--- src/rtl/elevator_scheduler.sv ---
`default_nettype none
// ============================================================================
// Module   : elevator_scheduler
// Purpose  : Latches button presses into sticky pending requests and
//            sequences the car floor by floor with a travel timer and a
//            fixed door dwell. The next direction follows the rule "keep
//            going while requests remain ahead, reverse only when none do".
// Revision : 1.0  initial release
// ============================================================================
module elevator_scheduler #(
  parameter int FLOORS      = 10,
  parameter int MOVE_CYCLES = 4,
  parameter int DOOR_CYCLES = 3
) (
  input  logic              CLK,
  input  logic              Reset_n,
  input  logic [FLOORS-1:0] buttons,
  input  logic [FLOORS-1:0] cancel,
  output logic [3:0]        Layer,
  output logic              Dir,
  output logic              Moving,
  output logic              DoorOpen,
  output logic [FLOORS-1:0] Pending
);

  // The timer only ever holds a load value of (cycles - 1).
  localparam int MAX_CYCLES = (MOVE_CYCLES > DOOR_CYCLES) ? MOVE_CYCLES : DOOR_CYCLES;
  localparam int TW         = (MAX_CYCLES > 1) ? $clog2(MAX_CYCLES) : 1;
  localparam logic [TW-1:0] MOVE_LOAD = TW'(MOVE_CYCLES - 1);
  localparam logic [TW-1:0] DOOR_LOAD = TW'(DOOR_CYCLES - 1);

  typedef enum logic [1:0] {
    S_IDLE = 2'd0,
    S_MOVE = 2'd1,
    S_DOOR = 2'd2
  } state_t;

  state_t            state;
  state_t            state_next;
  logic [TW-1:0]     timer;
  logic [TW-1:0]     timer_next;
  logic [3:0]        layer_next;
  logic              dir_next;
  logic [FLOORS-1:0] pending_next;
  logic [FLOORS-1:0] here_mask;
  logic [FLOORS-1:0] above_mask;
  logic [FLOORS-1:0] below_mask;
  logic              req_here;
  logic              req_above;
  logic              req_below;
  logic              ahead;
  logic              behind;
  logic              absorb;

  // Classify every floor as the current one, above it, or below it.
  always_comb begin
    here_mask  = '0;
    above_mask = '0;
    below_mask = '0;
    for (int i = 0; i < FLOORS; i++) begin
      here_mask[i]  = (Layer == 4'(i));
      above_mask[i] = (4'(i) > Layer);
      below_mask[i] = (4'(i) < Layer);
    end
  end

  assign req_here  = |(Pending & here_mask);
  assign req_above = |(Pending & above_mask);
  assign req_below = |(Pending & below_mask);
  assign ahead     = Dir ? req_above : req_below;
  assign behind    = Dir ? req_below : req_above;

  // Next-state, timer, position and request-latch logic.
  always_comb begin
    state_next = state;
    timer_next = timer;
    layer_next = Layer;
    dir_next   = Dir;
    absorb     = 1'b0;
    unique case (state)
      S_IDLE: begin
        if (req_here) begin
          state_next = S_DOOR;
          timer_next = DOOR_LOAD;
          absorb     = 1'b1;
        end else if (ahead) begin
          state_next = S_MOVE;
          timer_next = MOVE_LOAD;
        end else if (behind) begin
          state_next = S_MOVE;
          timer_next = MOVE_LOAD;
          dir_next   = ~Dir;
        end
      end
      S_MOVE: begin
        // A step already underway always completes, even if its target is cancelled.
        if (timer == '0) begin
          state_next = S_IDLE;
          layer_next = Dir ? (Layer + 4'd1) : (Layer - 4'd1);
        end else begin
          timer_next = timer - TW'(1);
        end
      end
      S_DOOR: begin
        absorb = 1'b1;
        if (timer == '0) begin
          state_next = S_IDLE;
        end else begin
          timer_next = timer - TW'(1);
        end
      end
      default: begin
        state_next = S_IDLE;
        timer_next = '0;
      end
    endcase
    // Presses win over cancels; a press at the open floor is absorbed.
    pending_next = (Pending & ~cancel) | buttons;
    if (absorb) begin
      pending_next = pending_next & ~here_mask;
    end
  end

  // State, timer, position, direction and request registers.
  always_ff @(posedge CLK or negedge Reset_n) begin
    if (!Reset_n) begin
      state   <= S_IDLE;
      timer   <= '0;
      Layer   <= 4'd0;
      Dir     <= 1'b1;
      Pending <= '0;
    end else begin
      state   <= state_next;
      timer   <= timer_next;
      Layer   <= layer_next;
      Dir     <= dir_next;
      Pending <= pending_next;
    end
  end

  assign Moving   = (state == S_MOVE);
  assign DoorOpen = (state == S_DOOR);

endmodule
`default_nettype wire

--- config.mk ---
export PLATFORM = sky130hd
export DESIGN_NAME = elevator_scheduler
export DESIGN_NICKNAME = d
export VERILOG_FILES = /design/src/rtl/elevator_scheduler.sv
export SDC_FILE = /design/constraint.sdc
export NUM_CORES = 1
export LEC_CHECK = 0
export ABC_AREA = 0
export CORE_MARGIN = 5
export CORE_UTILIZATION = 47
export DETAILED_ROUTE_END_ITERATION = 8
export PLACE_DENSITY = 0.8
export SYNTH_ARGS = -nofsm -noshare
export SYNTH_HDL_FRONTEND = slang
export SYNTH_SLANG_ARGS = --single-unit
--- constraint.sdc ---
create_clock -name CLK -period 3.1 [get_ports CLK]
set_clock_uncertainty 0.05 [all_clocks]
set_input_delay 0.62 -clock CLK [delete_from_list [all_inputs] [get_ports CLK]]
set_output_delay 0.62 -clock CLK [all_outputs]
set_load 0.1 [all_outputs]
==> flow_metrics.env <==
export IMPL_dieArea_sq_um=3970
export IMPL_synth_compound_area_share_pct=28.3
export IMPL_postPlaceCellArea_sq_um=1670
export IMPL_routed_wl_mm=3.60
export IMPL_cts_tree="built"
export IMPL_layout_drive_gt1_share_pct=11.9
export IMPL_drv_slew=0
export IMPL_post_cts_resized=0
export IMPL_synth_top_area_share_pct=34.1
export IMPL_cts_setup_buffers=0
export IMPL_synth_top_area_cell="dfrtp_1"
export IMPL_max_freq_ghz=0.359
export IMPL_finalSetupViolations=0
export IMPL_portBuffers=38
export IMPL_async_flop_share_pct=100
export IMPL_dp_hpwl_mm=2.71
export IMPL_fin_crit_ns=2.78
export IMPL_cts_buffers=3
export IMPL_diodes=0
export IMPL_fin_crit_sh_pct=89.7
export IMPL_synth_common_cells="inv_1, dfrtp_1, a21oi_1"
export IMPL_nFillCells=229
export IMPL_synthMuxAreaShare_pct=1.61
export IMPL_synth_fa_ha_area_share_pct=8.53
export IMPL_crit_path_start_kind="flop"
export IMPL_cp_required_ns=3.25
export IMPL_ys_seq_area_share_pct=36.1
export IMPL_ys_warnings_count=0
export IMPL_relSlewSlack_pct=42.4
export IMPL_syn_inst=148
export IMPL_syn_to_final_growth_pct=28.3
export IMPL_synth_area_leaders="dfrtp_1, ha_1, inv_1"
export IMPL_drcViolationCount=0
export IMPL_path_class="flop to flop"
export IMPL_report_final_hold_viol_count=0
export IMPL_syn_area_sq_um=1320
export IMPL_rsz0062_at_grt="no"
export IMPL_core_area_sq_um=2730
export IMPL_clockRootBuffer="clkbuf_4"
export IMPL_die_width_microns=63.0
export IMPL_crit_arrival_ns=2.93
export IMPL_final_net_count=217
export IMPL_track_usage_pct=18.8
export IMPL_hp_class="flop to flop"
export IMPL_grt_pass1_vias=1274
export IMPL_wire_per_inst_microns=16.7
export IMPL_synth_xor_xnor_area_share_pct=2.65
export IMPL_gp_congestion=0.882
export IMPL_hold_buffers=0
export IMPL_ys_ff_latch=19
export IMPL_synthFlopType="dfrtp_1"
export IMPL_grt_max_degree=20
export IMPL_detail_route_first_pass_iterations=5
export IMPL_preCtsSetupSlack_ns=0.386
export IMPL_insertion_delay_ns=0.30
export IMPL_dr_first_iter_drc_count=56
export IMPL_via_per_inst=6.05
export IMPL_fin_tns_setup_ns=0
export IMPL_ant_nets=0
export IMPL_syn_nets=179
export IMPL_worst_pin_slew_ns=0.861
export IMPL_yosysMostFrequentCell="inv_1"
export IMPL_synth_top_family_by_area="compound AO/OA/AOI/OAI gates"
export IMPL_avgSynthCellArea_sq_um=8.92
export IMPL_start_util_pct=48.3
export IMPL_cp_end_kind="flop"
export IMPL_status="complete, no violations"
export IMPL_cts_sinks=19
export IMPL_setup_ws_ns=0.318
export IMPL_synth_edf_count=0
export IMPL_cts_buffer_depth=2
export IMPL_crit_fanout=12
export IMPL_fin_area_sq_um=1690
export IMPL_synthSimpleGateAreaFrac_pct=14.6
export IMPL_maxCapViolations=0
export IMPL_die_y_microns=63.0
export IMPL_clk_pin_slew_ns=0.12
export IMPL_io_pins=39
export IMPL_htree_levels=1
export IMPL_grt_pass1_wl_mm=6.09
export IMPL_synth_cell_type_count=49
export IMPL_num_vias=1307
export IMPL_num_rows=19
export IMPL_antenna_found_initial=0
export IMPL_utilization_pct=62.0
export IMPL_overflow=0
-- final cells by class --
class | instances | area [sq um] | area share [%]
Sequential cell | 19 | 477 | 28.1
Timing Repair Buffer | 38 | 338 | 19.9
Clock buffer | 4 | 26.3 | 1.55
Inverter | 21 | 78.8 | 4.65
Tap cell | 31 | 38.8 | 2.29
Multi-Input combinational cell | 103 | 736 | 43.4
-- through the flow --
step	std cells	hold WS [ns]
after CTS	216	0.506
after global placement	212	0.422
after detailed placement	212	0.481
after floorplan	148	0.274
final	216	0.502
after global routing	216	0.528
-- sequential cells by signal, indices dropped and copies added, names as in the netlist --
signal	count
Layer	4
state	2
Dir	1
timer	2
Pending	10
-- cells by family (layout without fill, tap and decap cells) --
| family | count (synthesis) | in the layout |
|---|---|---|
| AOI/OAI and AO/OA | 55 | 55 |
| xor gates and xnor gates | 4 | 4 |
| adders and majority gates | 9 | 9 |
| buffers and inverters | 26 | 63 |
| DFF | 19 | 19 |
| muxes | 2 | 2 |
| and+or+nand+nor | 33 | 33 |
-- path summary, 6_finish.rpt --
check,from,end,slack (ns),depth (start not counted)
max reg2reg,Layer[1]$_DFFE_PN0P_,timer[1]$_DFFE_PN0P_,0.32,7
min reg2reg,timer[1]$_DFFE_PN0P_,timer[1]$_DFFE_PN0P_,0.50,1
max in group asynchronous,Reset_n,state[1]$_DFFE_PN0P_,1.73,1
max,Layer[1]$_DFFE_PN0P_,timer[1]$_DFFE_PN0P_,0.32,7
min in group asynchronous,Reset_n,Pending[9]$_DFF_PN0_,0.74,1
min,timer[1]$_DFFE_PN0P_,timer[1]$_DFFE_PN0P_,0.50,1
-- worst max-delay path, stage by stage, from the launching register on --
cell and delay (ns):
dfrtp_1 0.53, inv_1 0.16, ha_1 0.31, and2b_1 0.23
o211ai_1 0.10, a222oi_1 0.65, a41oi_1 0.27, mux2_1 0.38
-- cell usage in the layout, fill, tap and decap left out, types with 2 or more instances in the layout --
master	count
inv_1	21
clkdlybuf4s50_1	21
dfrtp_1	18
buf_4	17
a21oi_1	13
a31oi_1	10
ha_1	9
nor2_1	6
nor2b_1	5
o21ai_0	5
a41oi_1	4
nand2_1	4
nand3b_1	3
a22oi_1	3
nand3_1	3
xnor2_1	3
clkbuf_4	3
nand2b_1	2
a211oi_1	2
o32ai_1	2
o22a_1	2
-- per-layer routing --
layer	share of wire [%]	global-route usage (%)
met3	5.6	3.24
met4	1.5	6.90
met1	44	24.4
met5	0	0
met2	49	31.2
Power is not shown: default switching activity piles up to over one toggle a cycle in this logic, so the estimate is an artifact.
